[config.mk]
export PLATFORM = sky130hd
export DESIGN_NAME = rgb2ycbcr_stream
export DESIGN_NICKNAME = d
export VERILOG_FILES = /design/src/rtl/rgb2ycbcr_stream.sv
export SDC_FILE = /design/constraint.sdc
export NUM_CORES = 1
export LEC_CHECK = 0
export CAP_MARGIN = 20
export CORE_MARGIN = 2
export CORE_UTILIZATION = 35
export DETAILED_ROUTE_END_ITERATION = 16
export GPL_TIMING_DRIVEN = 0
export PLACE_DENSITY = 0.49
export SLEW_MARGIN = 20
export SYNTH_ARGS = -nofsm -noshare
export SYNTH_HDL_FRONTEND = slang
export SYNTH_SLANG_ARGS = --single-unit
[constraint.sdc]
create_clock -name clock -period 5.1 [get_ports clock]
set_input_delay 0.51 -clock clock [delete_from_list [all_inputs] [get_ports clock]]
set_output_delay 0.51 -clock clock [all_outputs]
set_load 0.1 [all_outputs]
[src/rtl/rgb2ycbcr_stream.sv]
// rgb2ycbcr_stream: 4-stage RGB -> full-range YCbCr converter (BT.709/BT.601).
// One global stall: every stage holds while the output is blocked.
module rgb2ycbcr_stream #(
  parameter int BIT_WIDTH    = 8,
  parameter int FRAME_HEIGHT = 480,
  parameter int FRAME_WIDTH  = 640,
  localparam int V_BITW = $clog2(FRAME_HEIGHT),
  localparam int H_BITW = $clog2(FRAME_WIDTH)
) (
  input  logic                 clock,
  input  logic                 rst_n,
  input  logic                 in_valid,
  output logic                 in_ready,
  input  logic                 in_mode,
  input  logic [BIT_WIDTH-1:0] in_r,
  input  logic [BIT_WIDTH-1:0] in_g,
  input  logic [BIT_WIDTH-1:0] in_b,
  input  logic [V_BITW-1:0]    in_vcnt,
  input  logic [H_BITW-1:0]    in_hcnt,
  output logic                 out_valid,
  input  logic                 out_ready,
  output logic [BIT_WIDTH-1:0] out_y,
  output logic [BIT_WIDTH-1:0] out_cb,
  output logic [BIT_WIDTH-1:0] out_cr,
  output logic [V_BITW-1:0]    out_vcnt,
  output logic [H_BITW-1:0]    out_hcnt,
  output logic                 out_mode
);

  localparam int PW = BIT_WIDTH + 13;

  typedef logic signed [PW-1:0] acc_t;
  typedef logic signed [11:0]   coef_t;

  localparam coef_t C709 [9] = '{
    12'sd218,  12'sd732,  12'sd74,
    -12'sd117, -12'sd395, 12'sd512,
    12'sd512,  -12'sd465, -12'sd47
  };
  localparam coef_t C601 [9] = '{
    12'sd306,  12'sd601,  12'sd117,
    -12'sd173, -12'sd339, 12'sd512,
    12'sd512,  -12'sd429, -12'sd83
  };

  localparam acc_t MAXV = acc_t'((1 << BIT_WIDTH) - 1);
  localparam acc_t HALF = acc_t'(1 << (BIT_WIDTH - 1));

  logic adv;
  logic sof;
  logic mode_q;
  logic mode_d;

  logic                 s1_vld_q, s2_vld_q, s3_vld_q;
  logic                 s1_m_q, s2_m_q, s3_m_q;
  logic [V_BITW-1:0]    s1_v_q, s2_v_q, s3_v_q;
  logic [H_BITW-1:0]    s1_h_q, s2_h_q, s3_h_q;
  logic [BIT_WIDTH-1:0] s1_r_q, s1_g_q, s1_b_q;
  acc_t                 s2_p_q [9];
  acc_t                 s3_s_q [3];

  acc_t  px   [3];
  acc_t  prod [9];
  coef_t coef [9];

  assign in_ready = out_ready || !out_valid;
  assign adv      = in_ready;
  assign sof      = in_valid && in_ready &&
                    (in_vcnt == '0) && (in_hcnt == '0);
  // The start-of-frame beat itself already uses the new mode.
  assign mode_d   = sof ? in_mode : mode_q;

  always_comb begin
    px[0] = acc_t'({13'd0, s1_r_q});
    px[1] = acc_t'({13'd0, s1_g_q});
    px[2] = acc_t'({13'd0, s1_b_q});
    for (int k = 0; k < 3; k++) begin
      for (int c = 0; c < 3; c++) begin
        coef[3*k+c] = s1_m_q ? C601[3*k+c] : C709[3*k+c];
        prod[3*k+c] = px[c] * acc_t'(coef[3*k+c]);
      end
    end
  end

  function automatic logic [BIT_WIDTH-1:0] rnd_clip(
    input acc_t s,
    input logic bias
  );
    acc_t t;
    t = (s >>> 9) + acc_t'(1);
    t = t >>> 1;
    if (bias) t = t + HALF;
    if (t[PW-1]) return '0;
    if (t > MAXV) return '1;
    return t[BIT_WIDTH-1:0];
  endfunction

  always_ff @(posedge clock or negedge rst_n) begin
    if (!rst_n) begin
      mode_q    <= 1'b0;
      s1_vld_q  <= 1'b0;
      s1_m_q    <= 1'b0;
      s1_v_q    <= '0;
      s1_h_q    <= '0;
      s1_r_q    <= '0;
      s1_g_q    <= '0;
      s1_b_q    <= '0;
      s2_vld_q  <= 1'b0;
      s2_m_q    <= 1'b0;
      s2_v_q    <= '0;
      s2_h_q    <= '0;
      for (int i = 0; i < 9; i++) s2_p_q[i] <= '0;
      s3_vld_q  <= 1'b0;
      s3_m_q    <= 1'b0;
      s3_v_q    <= '0;
      s3_h_q    <= '0;
      for (int i = 0; i < 3; i++) s3_s_q[i] <= '0;
      out_valid <= 1'b0;
      out_mode  <= 1'b0;
      out_vcnt  <= '0;
      out_hcnt  <= '0;
      out_y     <= '0;
      out_cb    <= '0;
      out_cr    <= '0;
    end else begin
      mode_q <= mode_d;
      if (adv) begin
        s1_vld_q  <= in_valid;
        s1_m_q    <= mode_d;
        s1_v_q    <= in_vcnt;
        s1_h_q    <= in_hcnt;
        s1_r_q    <= in_r;
        s1_g_q    <= in_g;
        s1_b_q    <= in_b;

        s2_vld_q  <= s1_vld_q;
        s2_m_q    <= s1_m_q;
        s2_v_q    <= s1_v_q;
        s2_h_q    <= s1_h_q;
        for (int i = 0; i < 9; i++) s2_p_q[i] <= prod[i];

        s3_vld_q  <= s2_vld_q;
        s3_m_q    <= s2_m_q;
        s3_v_q    <= s2_v_q;
        s3_h_q    <= s2_h_q;
        for (int k = 0; k < 3; k++)
          s3_s_q[k] <= s2_p_q[3*k] + s2_p_q[3*k+1] + s2_p_q[3*k+2];

        out_valid <= s3_vld_q;
        out_mode  <= s3_m_q;
        out_vcnt  <= s3_v_q;
        out_hcnt  <= s3_h_q;
        out_y     <= rnd_clip(s3_s_q[0], 1'b0);
        out_cb    <= rnd_clip(s3_s_q[1], 1'b1);
        out_cr    <= rnd_clip(s3_s_q[2], 1'b1);
      end
    end
  end

endmodule

==> results.json, run 1 <==
{
  "status": "finished, final reports clean",
  "final_hold_viol_count": 0,
  "place_area_um2": 28700,
  "slew_viol_final": 0,
  "yosys_warnings": 0,
  "antenna_cells": 0,
  "ant_nets": 0,
  "drc": 0,
  "grt_antenna_before_repair": 3,
  "critPathMaxFanout": 5,
  "clock.fmax_ghz": 0.198,
  "cts-buffers-inserted": 39,
  "ys.flop_type": "dfrtp_1",
  "cts_buffer_depth": 3,
  "wl_per_cell_um": 19.7,
  "finalWeightedCongestion": 0.900,
  "slew_headroom": 0.276,
  "drt_first_pass_iters": 5,
  "netlist_instances": 2888,
  "final_common_cell": "nand2_1",
  "required_ns": 5.51,
  "vias": 20200,
  "cts.sinks": 299,
  "clk_latency_ns": 0.57,
  "drive_above_1_share": 0.0922,
  "synth_top_family_by_area": "adder cells",
  "drv_cap": 0,
  "syn-cell-area_um2": 26400,
  "routed_wirelength_mm": 80.0,
  "portBuffers": 93,
  "synth-compound-area-share": 0.0949,
  "syn_avg_cell_area_um2": 9.15,
  "yosysSeqAreaShare": 0.283,
  "synth_top_area_cell": "dfrtp_1",
  "viasPerCell": 4.96,
  "tightestPinTransition_ns": 1.09,
  "cts_tree": "yes",
  "synthSimpleGateAreaFrac": 0.145,
  "ff2ff_path_depth": 18,
  "worstHoldPathType": "in -> async",
  "synth_area_leaders": "dfrtp_1 28%, ha_1 18%, fa_1 17%",
  "core-area_um2": 74600,
  "cp-start-kind": "flop",
  "dp_hpwl_mm": 62.9,
  "grt_max_degree": 97,
  "synth-xor-area-share": 0.0471,
  "most-common-layout-cells": "501 x nand2_1, 404 x inv_1, 360 x ha_1, 290 x dfrtp_1, 224 x fa_1",
  "grt_overflow": 0,
  "syn_to_final_growth_pct": 18.3,
  "dieWidth_um": 279,
  "end_kind": "flop",
  "dr.first_iter.drc_count": 1003,
  "clk_pin_slew_worst_paths_ns": 0.06,
  "worst-setup-path-type": "reg -> reg",
  "start_util": 0.354,
  "dieArea_um2": 77700,
  "arrival_ns": 5.46,
  "die_h_um": 279,
  "synth.distinct_cells": 73,
  "grt_pass1_vias": 21200,
  "rsz0062_at_grt": "true",
  "synth_adder_area_share": 0.351,
  "finalCriticalPeriod_ns": 5.04,
  "io_pins": 94,
  "std_cell_rows": 100,
  "fin_skew_ns": 0.0263,
  "synth_edf_count": 0,
  "synth-async-reset-ratio": 1.00,
  "period_share": 0.989,
  "synthMuxAreaShare": 0.00251,
  "groute.usage.overall": 0.210,
  "htreeDepth": 2,
  "synth_seq_cells": 299,
  "fin_nets": 3726,
  "setup_viol": 0,
  "grt_pass1_wl_mm": 125,
  "clockRootBuffer": "clkbuf_16",
  "fin_area_um2": 31300,
  "synth.top_cell.area_share": 0.283
}
-- layer usage --
metal	vias up	share of wire	routed length [µm]	GRT usage
met3	89	0.031	2450	0.0206
met4	0	0.026	2120	0.0549
met1	10100	0.48	38300	0.294
met2	309	0.46	37100	0.349
met5	-	0	0	0
li1	9698	-	-	-
-- worst max-delay path, stage by stage (launching register included) --
cell and delay (ns):
dfrtp_2 0.48, clkbuf_16 0.21, clkbuf_16 0.19, nand2_4 0.11, inv_2 0.16, ha_1 0.16
inv_1 0.05, fa_1 0.56, fa_1 0.44, fa_1 0.49, inv_1 0.06, ha_4 0.24
o21a_4 0.21, a2111oi_4 0.47, o31ai_4 0.14, or4_4 0.46, a31oi_4 0.18, xor2_1 0.19
o21ai_1 0.07
-- synthesized netlist by cell type, types with 6 or more instances --
library cell,n
a211oi_1,7
a21boi_0,6
a21o_1,23
a21oi_1,153
a31oi_1,14
and2_1,10
and3_1,19
buf_1,6
clkbuf_1,85
dfrtp_1,299
fa_1,227
ha_1,379
inv_1,420
nand2_1,515
nand2b_1,25
nand3_1,26
nand4_1,10
nor2_1,198
nor2b_1,14
nor3_1,41
nor4_1,7
o211ai_1,8
o21a_1,17
o21ai_0,102
o21ai_1,6
o21bai_1,8
o31ai_1,18
o41ai_1,7
or2_2,11
or3_1,13
xnor2_1,72
xor2_1,70
-- flip-flops by register name (all words and copies together) (netlist names), 9 cells and up --
| register | flops |
|---|---|
| out_vcnt | 9 |
| s1_h_q | 10 |
| s2_p_q | 132 |
| s3_v_q | 9 |
| s2_v_q | 9 |
| s3_h_q | 10 |
| out_hcnt | 10 |
| s2_h_q | 10 |
| s1_v_q | 9 |
| s3_s_q | 34 |
-- logic make-up after synthesis --
group | count (synthesis)
xor+xnor | 142
buf+inv | 518
flops | 299
mux | 6
fa+ha+maj | 606
compound gates | 410
simple gates | 905
other cells | 2
-- through the flow --
stage          hold WS, ns  setup WS (ns)  setup TNS, ns   util  std cells
3_5_place_dp         0.454          -2.37        -107.22  0.385       3973
6_report             0.443         0.0551              0  0.419       4070
4_1_cts              0.460        -0.0396        -0.0396  0.413       4058
5_1_grt              0.489         -0.119         -0.535  0.419       4070
2_1_floorplan        0.214        -0.0831        -0.0831      -       2908
3_3_place_gp         0.449         -10.25       -3145.20  0.384       3970
-- repair_timing --
action / CTS / global route
hold buffers: 1 / 0
gates cloned: 2 / 0
endpoints found under the setup margin: 84 / 32
pin swaps: 29 / 64
setup buffers: 15 / 13
gates resized for setup: 148 / 92
endpoints found under the hold margin: 52 / 0
-- final timing paths --
| kind | start | slack [ns] | to |
|---|---|---|---|
| hold reg to reg | s1_h_q[6] | 0.47 | s1_h_q[6] |
| min in group clock | s1_h_q[6] | 0.47 | s1_h_q[6] |
| max in group asynchronous | rst_n | 2.96 | s2_h_q[5] |
| setup / recovery | s1_m_q | 0.06 | s2_p_q[38] |
| setup reg to reg | s1_m_q | 0.06 | s2_p_q[38] |
| hold / removal | rst_n | 0.44 | s1_b_q[7] |
-- layout make-up --
type	instances	area, µm²
buffer	93	534
multi-input combinational	2091	17800
inverter	422	1600
fill	7412	43300
clock buffer	54	1090
clock inverter	16	243
tap	969	1210
timing repair buffer	126	1270
sequential	299	7490
Power of run 1 is left out: the tool's default activity adds up to more than one toggle a clock period on the data nets, which glitch-free logic cannot reach.
==> inputs of run 2 (changes only) <==
--- a/config.mk
+++ b/config.mk
@@ -6,8 +6,9 @@
 export NUM_CORES = 1
 export LEC_CHECK = 0
 export CAP_MARGIN = 20
-export CORE_MARGIN = 2
+export CORE_MARGIN = 10
 export CORE_UTILIZATION = 35
+export CTS_BUF_LIST = sky130_fd_sc_hd__clkbuf_16
 export DETAILED_ROUTE_END_ITERATION = 16
 export GPL_TIMING_DRIVEN = 0
 export PLACE_DENSITY = 0.49
==> run 2 against run 1 <==
Die area rose by 12%; global-route usage fell by 2.3 points; non-clock buffer count rose by 14; clock-buffer cell count fell by 14; critical path depth did not move; clock skew rose by 0.0091 ns; final cell count rose by 0.29%.
==> results.json, run 2 (synthesis results as in run 1) <==
{
  "status": "finished, final reports clean",
  "ff2ff_path_depth": 18,
  "met2_usage": 0.304,
  "period_share": 0.988,
  "fin_cells": 4082,
  "drv_cap": 0,
  "arrival_ns": 5.47,
  "rr_startpoint": "s1_m_q",
  "cp-start-kind": "flop",
  "dp_hpwl_mm": 63.8,
  "groute.usage.overall": 0.187,
  "cts_tree": "yes",
  "portBuffers": 93,
  "final_hold_viol_count": 0,
  "dp_cells": 3973,
  "clockRootBuffer": "clkbuf_16",
  "largest_reg_flops": 132,
  "worst-setup-path-type": "reg -> reg",
  "core-area_um2": 74700,
  "fin_tns_setup_ns": 0,
  "drive_above_1_share": 0.0954,
  "critPathMaxFanout": 6,
  "setup_viol": 0,
  "hold_depth": 2,
  "largestRegisters": "s2_p_q: 132 flops, s3_s_q: 34 flops",
  "ant_nets": 0,
  "slew_viol_final": 0,
  "cts.sinks": 299,
  "finalCriticalPeriod_ns": 5.04,
  "grt_max_degree": 98,
  "grt_overflow": 0,
  "cp-startpoint": "s1_m_q",
  "io_pins": 94,
  "final_common_cell": "nand2_1",
  "clk_latency_ns": 0.58,
  "htreeDepth": 2,
  "r2r-end": "s2_p_q[38]",
  "finalWeightedCongestion": 0.890,
  "slew_headroom": 0.228,
  "fin_skew_ns": 0.0354,
  "routed_wirelength_mm": 80.5,
  "dieArea_um2": 86900,
  "crit_end": "s2_p_q[38]",
  "dr.first_iter.drc_count": 1122,
  "grt_busiest_layer": "met2",
  "dieWidth_um": 295,
  "start_util": 0.354,
  "syn_to_final_growth_pct": 18.4,
  "die_h_um": 295,
  "regMostFlops": "s2_p_q",
  "cts-buffers-inserted": 39,
  "grt_util_met3": 0.0311,
  "drc": 0,
  "viasPerCell": 4.99,
  "grt_antenna_before_repair": 5,
  "grt_pass1_wl_mm": 125,
  "cts_buffer_depth": 3,
  "rsz0062_at_grt": "true",
  "worstHoldPathType": "reg -> reg",
  "tightestPinTransition_ns": 1.16,
  "clk_pin_slew_worst_paths_ns": 0.06,
  "wl_per_cell_um": 19.7,
  "clock.fmax_ghz": 0.198,
  "grt_pass1_vias": 21000,
  "drt_first_pass_iters": 5,
  "met1_usage": 0.251,
  "holdWs_ns": 0.465,
  "r2r_slack_ns": 0.06,
  "vias": 20400,
  "std_cell_rows": 100,
  "end_kind": "flop",
  "most-common-layout-cells": "501 x nand2_1, 412 x inv_1, 357 x ha_1, 290 x dfrtp_1, 222 x fa_1",
  "fin_nets": 3740,
  "required_ns": 5.53
}
run 2: changes by cell type in the layout (fill, tap and decap cells not counted), moves of 3 or more:
cell | previous run | this run
inv_4 | 6 | 2
inv_1 | 404 | 412
clkbuf_1 | 77 | 68
ha_1 | 360 | 357
buf_4 | 27 | 38
clkinv_2 | 5 | 9
bufinv_16 | 5 | 2
clkbuf_8 | 8 | 2
nand2b_4 | 9 | 6
run 2: worst min-delay path by stage:
stage,end,slack [ns],start
after detailed placement,s1_v_q[2],0.46,s1_v_q[2]
after floorplan,mode_q,0.21,rst_n
after global routing,s1_r_q[4],0.48,in_r[4]
after CTS,s1_r_q[5],0.45,in_r[5]
after global placement,s2_h_q[5],0.45,s2_h_q[5]
final,s1_v_q[2],0.46,s1_v_q[2]
run 2: timing repair:
action                                 4_1_cts  5_1_grt
buffers inserted                            22       19
endpoints found under the hold margin       60        0
gates cloned                                 2        0
hold buffers                                 1        0
pin swaps                                   36       57
resized for setup                          154       85
setup endpoints to repair                   84       27
run 2: area by class of cell:
| class | count | area, µm² |
|---|---|---|
| Inverter | 422 | 1610 |
| Buffer | 93 | 534 |
| Clock buffer | 40 | 1000 |
| Tap cell | 969 | 1210 |
| Multi-Input combinational cell | 2091 | 17800 |
| Timing Repair Buffer | 140 | 1400 |
| Sequential cell | 299 | 7500 |
| Fill cell | 7390 | 43400 |
| Antenna cell | 1 | 2.50 |
| Clock inverter | 27 | 224 |
run 2: per-stage QoR:
step / instance area, µm² / worst slack [ns] / utilization
2_1_floorplan: 26500 / -0.0831 / -
3_3_place_gp: 28600 / -10.28 / 0.383
3_5_place_dp: 28700 / -2.45 / 0.385
4_1_cts: 30800 / -0.00738 / 0.412
5_1_grt: 31300 / -0.0949 / 0.419
6_report: 31300 / 0.0608 / 0.419
run 2: worst max-delay path, stage by stage, from the launching register on:
cell        delay [ns]
dfrtp_2           0.49
clkbuf_16         0.22
buf_4             0.12
nand2b_4          0.13
clkinvlp_4        0.11
ha_2              0.19
a21oi_2           0.12
fa_1              0.45
fa_1              0.49
fa_1              0.55
inv_2             0.06
ha_4              0.23
o21a_4            0.21
a2111oi_4         0.46
o31ai_4           0.11
or4_4             0.45
a31oi_4           0.23
xor2_2            0.18
o21ai_1           0.07
run 2: per-layer routing:
layer	vias to the layer above	share of wire
met5	-	0
met1	10100	0.46
met4	0	0.033
met3	113	0.050
met2	408	0.46
li1	9727	-
Power of run 2 is left out for the same reason.
